`config.mk`:
```
export PLATFORM = sky130hd
export DESIGN_NAME = simprisc_arith_core
export DESIGN_NICKNAME = d
export VERILOG_FILES = /design/src/rtl/simprisc_arith_core.sv
export SDC_FILE = /design/constraint.sdc
export NUM_CORES = 2
export LEC_CHECK = 0
export CAP_MARGIN = 20
export CELL_PAD_IN_SITES_DETAIL_PLACEMENT = 2
export CELL_PAD_IN_SITES_GLOBAL_PLACEMENT = 2
export CORE_ASPECT_RATIO = 0.7
export CORE_MARGIN = 1.5
export CORE_UTILIZATION = 39
export DETAILED_ROUTE_END_ITERATION = 8
export PLACE_DENSITY_LB_ADDON = 0.08
export SYNTH_ARGS = -nofsm -noshare
export SYNTH_HDL_FRONTEND = slang
export SYNTH_SLANG_ARGS = --single-unit
```
`constraint.sdc`:
```
create_clock -name clk -period 3.9 [get_ports clk]
set_clock_uncertainty 0.15 [all_clocks]
set_input_delay 0.39 -clock clk [delete_from_list [all_inputs] [get_ports clk]]
set_output_delay 0.39 -clock clk [all_outputs]
set_load 0.02 [all_outputs]
```
`src/rtl/simprisc_arith_core.sv`:
```
// RV32I arithmetic responder: IDLE -> DECODE -> EXEC -> RESP, one instruction in flight.
// Optional MUL support is built when SIMPRISC_MUL_EN is defined.
module simprisc_arith_core #(
  parameter int XLEN  = 32,
  parameter int CNT_W = 16
) (
  input  logic             clk,
  input  logic             rst_n,
  input  logic             instr_valid,
  output logic             instr_ready,
  input  logic [31:0]      instr,
  output logic             res_valid,
  input  logic             res_ready,
  output logic [4:0]       res_rd,
  output logic [XLEN-1:0]  res_data,
  output logic             res_illegal,
  output logic [CNT_W-1:0] retire_cnt,
  output logic [CNT_W-1:0] illegal_cnt
);

  typedef enum logic [1:0] {S_IDLE, S_DECODE, S_EXEC, S_RESP} state_t;
  typedef enum logic [3:0] {
    ALU_ADD, ALU_SUB, ALU_SLL, ALU_SLT, ALU_SLTU,
    ALU_XOR, ALU_SRL, ALU_SRA, ALU_OR, ALU_AND, ALU_MUL
  } alu_op_t;

  localparam logic [6:0] OPC_OP     = 7'b0110011;
  localparam logic [6:0] OPC_OP_IMM = 7'b0010011;
  localparam logic [6:0] OPC_LUI    = 7'b0110111;

  state_t            state_q, state_d;
  logic [31:0]       instr_q, instr_d;
  logic [XLEN-1:0]   op_a_q, op_a_d, op_b_q, op_b_d;
  alu_op_t           alu_op_q, alu_op_d;
  logic              illegal_q, illegal_d;
  logic [4:0]        res_rd_q, res_rd_d;
  logic [XLEN-1:0]   res_data_q, res_data_d;
  logic              res_illegal_q, res_illegal_d;
  logic [CNT_W-1:0]  retire_q, retire_d, ill_cnt_q, ill_cnt_d;
  logic [XLEN-1:0]   regs_q [32];

  logic [6:0]        opcode, funct7;
  logic [2:0]        funct3;
  logic [4:0]        rs1_idx, rs2_idx, rd_idx;
  logic [XLEN-1:0]   rs1_val, rs2_val, imm_i, imm_u;
  logic              dec_legal;
  alu_op_t           dec_op;
  logic [XLEN-1:0]   dec_a, dec_b, alu_res;
  logic [4:0]        shamt;
  logic              wr_en;

  assign opcode  = instr_q[6:0];
  assign rd_idx  = instr_q[11:7];
  assign funct3  = instr_q[14:12];
  assign rs1_idx = instr_q[19:15];
  assign rs2_idx = instr_q[24:20];
  assign funct7  = instr_q[31:25];
  assign imm_i   = {{20{instr_q[31]}}, instr_q[31:20]};
  assign imm_u   = {instr_q[31:12], 12'b0};
  // x0 is never written, but the guard keeps reads independent of that invariant.
  assign rs1_val = (rs1_idx == 5'd0) ? '0 : regs_q[rs1_idx];
  assign rs2_val = (rs2_idx == 5'd0) ? '0 : regs_q[rs2_idx];

  assign instr_ready = (state_q == S_IDLE) && rst_n;
  assign res_valid   = (state_q == S_RESP);
  assign res_rd      = res_rd_q;
  assign res_data    = res_data_q;
  assign res_illegal = res_illegal_q;
  assign retire_cnt  = retire_q;
  assign illegal_cnt = ill_cnt_q;

  always_comb begin
    dec_legal = 1'b0;
    dec_op    = ALU_ADD;
    dec_a     = rs1_val;
    dec_b     = rs2_val;
    case (opcode)
      OPC_OP, OPC_OP_IMM: begin
        if (opcode == OPC_OP_IMM) dec_b = imm_i;
        case (funct3)
          3'b000:  dec_op = (opcode == OPC_OP && funct7[5]) ? ALU_SUB : ALU_ADD;
          3'b001:  dec_op = ALU_SLL;
          3'b010:  dec_op = ALU_SLT;
          3'b011:  dec_op = ALU_SLTU;
          3'b100:  dec_op = ALU_XOR;
          3'b101:  dec_op = funct7[5] ? ALU_SRA : ALU_SRL;
          3'b110:  dec_op = ALU_OR;
          default: dec_op = ALU_AND;
        endcase
        if (opcode == OPC_OP) begin
          if (funct7 == 7'b0000000)
            dec_legal = 1'b1;
          else if (funct7 == 7'b0100000 && (funct3 == 3'b000 || funct3 == 3'b101))
            dec_legal = 1'b1;
`ifdef SIMPRISC_MUL_EN
          else if (funct7 == 7'b0000001 && funct3 == 3'b000) begin
            dec_legal = 1'b1;
            dec_op    = ALU_MUL;
          end
`endif
        end else begin
          // Only the shift-immediates constrain the upper immediate bits.
          case (funct3)
            3'b001:  dec_legal = (funct7 == 7'b0000000);
            3'b101:  dec_legal = (funct7 == 7'b0000000) || (funct7 == 7'b0100000);
            default: dec_legal = 1'b1;
          endcase
        end
      end
      OPC_LUI: begin
        dec_legal = 1'b1;
        dec_a     = '0;
        dec_b     = imm_u;
      end
      default: dec_legal = 1'b0;
    endcase
  end

  assign shamt = op_b_q[4:0];

  always_comb begin
    alu_res = '0;
    case (alu_op_q)
      ALU_ADD:  alu_res = op_a_q + op_b_q;
      ALU_SUB:  alu_res = op_a_q - op_b_q;
      ALU_SLL:  alu_res = op_a_q << shamt;
      ALU_SLT:  alu_res = {{(XLEN-1){1'b0}}, ($signed(op_a_q) < $signed(op_b_q))};
      ALU_SLTU: alu_res = {{(XLEN-1){1'b0}}, (op_a_q < op_b_q)};
      ALU_XOR:  alu_res = op_a_q ^ op_b_q;
      ALU_SRL:  alu_res = op_a_q >> shamt;
      ALU_SRA:  alu_res = $unsigned($signed(op_a_q) >>> shamt);
      ALU_OR:   alu_res = op_a_q | op_b_q;
      ALU_AND:  alu_res = op_a_q & op_b_q;
`ifdef SIMPRISC_MUL_EN
      ALU_MUL:  alu_res = op_a_q * op_b_q;
`endif
      default:  alu_res = '0;
    endcase
  end

  always_comb begin
    state_d       = state_q;
    instr_d       = instr_q;
    op_a_d        = op_a_q;
    op_b_d        = op_b_q;
    alu_op_d      = alu_op_q;
    illegal_d     = illegal_q;
    res_rd_d      = res_rd_q;
    res_data_d    = res_data_q;
    res_illegal_d = res_illegal_q;
    retire_d      = retire_q;
    ill_cnt_d     = ill_cnt_q;
    wr_en         = 1'b0;
    case (state_q)
      S_IDLE: begin
        if (instr_valid && instr_ready) begin
          instr_d = instr;
          state_d = S_DECODE;
        end
      end
      S_DECODE: begin
        op_a_d    = dec_a;
        op_b_d    = dec_b;
        alu_op_d  = dec_op;
        illegal_d = !dec_legal;
        state_d   = S_EXEC;
      end
      S_EXEC: begin
        res_rd_d      = rd_idx;
        res_illegal_d = illegal_q;
        res_data_d    = illegal_q ? '0 : alu_res;
        wr_en         = !illegal_q && (rd_idx != 5'd0);
        state_d       = S_RESP;
      end
      default: begin
        if (res_ready) begin
          if (res_illegal_q) ill_cnt_d = ill_cnt_q + 1'b1;
          else               retire_d  = retire_q + 1'b1;
          state_d = S_IDLE;
        end
      end
    endcase
  end

  always_ff @(posedge clk or negedge rst_n) begin
    if (!rst_n) begin
      state_q       <= S_IDLE;
      instr_q       <= '0;
      op_a_q        <= '0;
      op_b_q        <= '0;
      alu_op_q      <= ALU_ADD;
      illegal_q     <= 1'b0;
      res_rd_q      <= '0;
      res_data_q    <= '0;
      res_illegal_q <= 1'b0;
      retire_q      <= '0;
      ill_cnt_q     <= '0;
    end else begin
      state_q       <= state_d;
      instr_q       <= instr_d;
      op_a_q        <= op_a_d;
      op_b_q        <= op_b_d;
      alu_op_q      <= alu_op_d;
      illegal_q     <= illegal_d;
      res_rd_q      <= res_rd_d;
      res_data_q    <= res_data_d;
      res_illegal_q <= res_illegal_d;
      retire_q      <= retire_d;
      ill_cnt_q     <= ill_cnt_d;
    end
  end

  always_ff @(posedge clk or negedge rst_n) begin
    if (!rst_n) begin
      for (int i = 0; i < 32; i++) regs_q[i] <= '0;
    end else if (wr_en) begin
      regs_q[rd_idx] <= alu_res;
    end
  end

endmodule

```
Word-level counts from Yosys, hierarchy flattened
Index checks and enable logic that the tools add are counted.
{"block": "classes", "add_sub_neg": 4, "n_mul": 0, "n_div": 0, "order_cmp": 6, "eq_ne": 23, "n_shift": 3, "n_mux": 29, "bitwise": 8, "n_reduce_logical": 24}
{"operator": "bitwise mux 1024 bit", "n": 1}
{"operator": "binary-select mux 32 bit (select 5 bit)", "n": 2}
{"operator": "2-to-1 mux 32 bit", "n": 10}
{"operator": "one-hot mux 32 bit (10 select lines)", "n": 1}
{"operator": "demux 32 bit (select 5 bit)", "n": 1}
{"operator": "< comparator 32 bit", "n": 2}
{"operator": "one-hot mux 32 bit (2 select lines)", "n": 1}
{"operator": "adder 16 x 1 -> 16 bit (second input constant)", "n": 2}
{"operator": "adder 32 bit", "n": 1}
{"operator": "bitwise AND 32 bit", "n": 1}
{"operator": "bitwise OR 32 bit", "n": 1}
{"operator": "<< shifter 32 x 5 -> 32 bit", "n": 1}
{"operator": ">> shifter 32 x 5 -> 32 bit", "n": 1}
{"operator": ">>> shifter 32 x 5 -> 32 bit", "n": 1}
{"operator": "subtractor 32 bit", "n": 1}
{"operator": "XOR 32 bit", "n": 1}
{"operator": "one-hot mux 4 bit (7 select lines)", "n": 1}
{"operator": "equality test 7 x 6 -> 1 bit (second input constant)", "n": 3}
{"operator": "greater-or-equal comparator 6 bit (second input constant)", "n": 3}
{"operator": "inverter 5 -> 6 bit", "n": 3}
{"operator": "equality test 4 x 3 -> 1 bit (second input constant)", "n": 4}
{"operator": "zero test 5 bit", "n": 2}
{"operator": "equality test 3 bit (second input constant)", "n": 3}
{"operator": "equality test 4 x 2 -> 1 bit (second input constant)", "n": 2}
{"operator": "28 further kinds", "n": 48}
{"block": "totals", "regBits": 1197, "latchBits": 0, "ramBits": 0, "rom_bits": 0, "input_bits": 36, "output_inout_bits": 72, "word_cells": 140, "mem_count": 0}

Logic depth before layout (Yosys ltp)
{"block": "logic_depth", "ltp_word": 8, "ltp_mapped": 17}

Least setup slack after synthesis
Ideal clock, no wire load.
{"block": "synth_path", "kind": "reg-to-reg", "from": "reg op_b_q[2]", "to": "reg regs_q[442] (netlist name)", "arrival_ps": 3690, "setup_slack_ps": -72, "path_stages_with_launch": 18, "path_buffers": 5, "path_cell_list": "dfrtp_1 -> buf_4 -> inv_1 -> buf_2 -> buf_1 -> ha_1 -> buf_4 -> nor2b_1 -> nor3_1 -> o21ai_1 -> a311o_1 -> a311oi_4 -> o21bai_2 -> a21boi_1 -> a221o_1 -> a21oi_2 -> buf_2 -> o21ai_0"}
{"block": "synth_between", "elab_chain_cells": 3}
{"item": "start, declared", "line": "33", "text": "logic [XLEN-1:0] op_a_q, op_a_d, op_b_q, op_b_d;"}
{"item": "start signal, assigned", "line": "202", "text": "op_b_q <= op_b_d;"}
{"item": "subtractor 32 bit (tied with other cells)", "line": "125", "text": "ALU_SUB: alu_res = op_a_q - op_b_q;"}
{"item": "one-hot mux 32 bit (10 select lines) (*)", "line": "123", "text": "case (alu_op_q)"}
{"item": "bitwise mux 1024 bit (*)", "line": "217", "text": "regs_q[rd_idx] <= alu_res;"}
{"item": "end signal, assigned by index", "line": "217"}
{"item": "end, declared", "line": "40", "text": "logic [XLEN-1:0] regs_q [32];"}
Mark *: on every way between the ends. The rest lies on a longest branch, timed or not.
A chain may end at the register's enable or synchronous reset.

Worst setup path in the final report
{"block": "layout_path", "from": "reg op_a_q[0]", "to": "reg res_data_q[18] (netlist: res_data[18])"}
{"block": "layout_between", "elab_chain_cells": 3}
{"item": "start, declared", "line": "33"}
{"item": "start signal, assigned", "line": "201", "text": "op_a_q <= op_a_d;"}
{"item": "subtractor 32 bit (tied with other cells)", "line": "125"}
{"item": "one-hot mux 32 bit (10 select lines) (*)", "line": "123"}
{"item": "2-to-1 mux 32 bit (*)", "line": "171", "text": "res_data_d = illegal_q ? '0 : alu_res;"}
{"item": "end signal, assigned", "line": "206", "text": "res_data_q <= res_data_d;"}
{"item": "end, declared", "line": "37", "text": "logic [XLEN-1:0] res_data_q, res_data_d;"}
Marks and branches as above.

==> results_dict.tcl <==
set metrics [dict create \
    power.total_mw 61.1 \
    antenna_found_initial 13 \
    vias 57477 \
    synthTopCellsByCount "1197 x dfrtp_1, 1191 x nand2_1, 905 x o21ai_0" \
    post-place-ws_ns -0.530 \
    critical_path_class "reg2reg" \
    drt-initial-drc-count 5919 \
    grt_pass1_vias 60783 \
    initial_core_util 0.392 \
    synth.avg_cell_area_um2 10.9 \
    final-hold-violation-count 0 \
    outcome "finished with violations" \
    clockBufferDepth 3 \
    htreeDepth 4 \
    path_clk_slew_ns 0.06 \
    wl_per_cell_um 35.5 \
    clkLatencyLatePin_ns 0.81 \
    max_cap_violations 0 \
    power.switching_mw 27.0 \
    grt_max_degree 134 \
    power_frac_seq 0.277 \
    violations "negative setup slack" \
    die_area_mm2 0.177 \
    synth_area_leaders "dfrtp_1 44%, mux4_2 21%, o21ai_0 6.7%, nand2_1 6.6%, clkbuf_1 2.3%" \
    die-width_um 502 \
    synth_fp_nets 6395 \
    drc 0 \
    crit_path_max_incr_delay_ns 0.39 \
    placed_area_mm2 0.0749 \
    fin_hold_ws_ns 0.0318 \
    grt_overflow 0 \
    hp-class "in2async" \
    antennaDiodeCount 0 \
    hpwlAfterDp_um 199000 \
    pwr-share-clk 0.218 \
    ys_seq_elements 1197 \
    ant_nets 0 \
    synthFlopType "dfrtp_1" \
    port_buffers 107 \
    die_h_um 352 \
    clock_sinks 1197 \
    intPower_mw 34.1 \
    p_per_area_mw_per_mm2 749 \
    final-max-slew-violation-count 0 \
    finalCritPeriodShare 1.02 \
    path_cells "inv_2 -> ha_4 -> inv_2 -> fa_2 -> nor2b_4 -> nor3_4 -> o21ai_2 -> a311o_1 -> buf_6 -> a221o_1 -> nor3b_4 -> o22ai_2 -> o211ai_1 -> a221oi_4 -> buf_12 -> clkbuf_16 -> o2bb2ai_2" \
    worst_slew_pin_slew_ns 1.19 \
    required_ns 4.38 \
    synth_cells 6253 \
    fmax_mhz 251 \
    final.setup.worst_slack_ns -0.0847 \
    io_pins 108 \
    syn_area_mm2 0.0680 \
    viasPerCell 6.48 \
    p_comb_frac 0.505 \
    cp-start-kind "flop" \
    num_rows 128 \
    synth-edff-count 0 \
    ys_types 105 \
    worst_setup_path_end_kind "flop" \
    track_usage 0.356 \
    cts_buffers 133 \
    yosysMostFrequentCell "dfrtp_1" \
    finalNonFillerCells 8876 \
    grt_pass1_wl_um 456000 \
    ir_worst_vdd_v 0.000603 \
    synthesis.yosys.warnings 0 \
    power.leakage_nw 34.4 \
    rsz0062_at_grt "yes" \
    drive_above_1_share 0.278 \
    routed_wl_um 316000 \
    core_area_mm2 0.174 \
    post-route-cell-area_mm2 0.0816 \
    yosysTopAreaCell "dfrtp_1" \
    dp.cells 8576 \
    cp_slowest_cell "dfrtp_1" \
    nets 6575 \
    clockRootBuffer "clkbuf_16" \
    dr.pass1.iters 5 \
    arrival_ns 4.47 \
    swShare 0.441 \
    areaGrowthSynthToFinish_pct 19.9 \
    finalSetupViolations 171 \
    cts_tree "done" \
    cp_common_cell "inv_2" \
    max-slew-margin-rel 0.207 \
    ys_seq_area_frac 0.440 \
    synth_top_area_frac 0.440 \
    gp_congestion 0.942 \
    async_flop_share 1.00 \
    min_period_ns 3.98 \
    worstPathMaxFanout 8 \
]
-- power by group through the flow --
| stage | clock (mW) | sequential [mW] | combinational [mW] |
|---|---|---|---|
| 6_report | 13.3 | 16.9 | 30.8 |
| 5_1_grt | 14.0 | 17.1 | 32.2 |
| 4_1_cts | 13.5 | 16.8 | 29.4 |
| 3_5_place_dp | 0 | 17.0 | 27.4 |
| 3_3_place_gp | 0 | 16.8 | 26.9 |
| 2_1_floorplan | 0 | 15.7 | 16.0 |
-- metrics by stage --
stage,util,TNS (ns)
after global placement,0.431,-58.63
after global routing,0.470,-25.71
after detailed placement,0.431,-83.93
final,0.470,-5.29
after CTS,0.464,-9.26
after floorplan,-,0
-- final timing paths --
| path | from | end | slack, ns | depth (start not counted) |
|---|---|---|---|---|
| worst max-delay path | op_a_q[0]$_DFFE_PN0N_ | res_data[18]$_DFFE_PN0P_ | -0.08 | 17 |
| worst min-delay path | rst_n | regs_q[328]$_DFFE_PN0P_ | 0.03 | 2 |
| worst max register to register | op_a_q[0]$_DFFE_PN0N_ | res_data[18]$_DFFE_PN0P_ | -0.08 | 17 |
| worst min register to register | regs_q[996]$_DFFE_PN0P_ | regs_q[996]$_DFFE_PN0P_ | 0.23 | 0 |
| max in group asynchronous | rst_n | instr_q[18]$_DFFE_PN0P_ | 1.68 | 4 |
| min in group clk | instr[30] | instr_q[30]$_DFFE_PN0P_ | 0.05 | 2 |
-- critical path, delay by kind of cell, from the launching register on --
family	cells	cell delay (ns)
AO/OA/AOI/OAI	7	1.59
buffers and inverters	5	0.66
adder cells (fa/ha/maj)	2	0.50
AND/OR/NAND/NOR	3	0.48
flip-flops	1	0.39
-- state kept, by name, summed over array words and instances (netlist names) --
name	cells
illegal_q	1
retire_cnt	16
res_rd	5
op_b_q	32
regs_q	1024
instr_q	32
res_illegal	1
illegal_cnt	16
res_data	32
state_q	2
alu_op_q	4
op_a_q	32
-- per-layer routing --
| layer | GRT usage | wire length (um) | share of wire |
|---|---|---|---|
| met2 | 0.536 | 142000 | 0.45 |
| met5 | 0 | 42 | 0.00013 |
| met4 | 0.108 | 9920 | 0.031 |
| met3 | 0.0642 | 22700 | 0.072 |
| met1 | 0.523 | 141000 | 0.45 |
-- final cells by class --
cell class                      instances  area (um2)
Clock buffer                          193        3810
Sequential cell                      1197       30000
Clock inverter                         45         632
Tap cell                             2340        2930
Multi-Input combinational cell       4326       36600
Inverter                              107         402
Timing Repair Buffer                  668        7240
Fill cell                           17260       92000
-- what timing repair did --
action | CTS | global route
hold buffers | 3 | 0
setup endpoints to repair | 597 | 654
resized for setup | 161 | 208
cloned | 15 | 10
setup buffers | 24 | 16
pin swaps | 74 | 127
endpoints found under the hold margin | 358 | 0
-- cells by family (layout without fill, tap and decap cells) --
group                      after synthesis  count (layout)  share of synthesized area
AOI/OAI and AO/OA                     1729            1729                      0.152
and+or+nand+nor                       1632            1632                     0.0969
DFF                                   1197            1197                      0.440
muxes                                  823             823                      0.241
buffers and inverters                  730            1013                     0.0455
adders and majority gates              106             106                     0.0197
xor gates and xnor gates                36              36                    0.00463
-- placed cells by master, fill, tap and decap left out, types with 95 or more instances in the layout --
cell             Yosys  final
nand2_1           1191   1158
o21ai_2             41    169
dfrtp_1           1197   1183
ha_1               104     95
clkbuf_16            0    143
buf_4               16    406
buf_12               2    112
mux2i_1            119    115
o21ai_1            169    130
a21oi_1            183    178
inv_1               99     97
o21ai_0            905    807
mux4_2             641    642
nor2_1             232    227
clkdlybuf4s50_1      0    106
No activity file was read; power rests on OpenSTA's default activity.
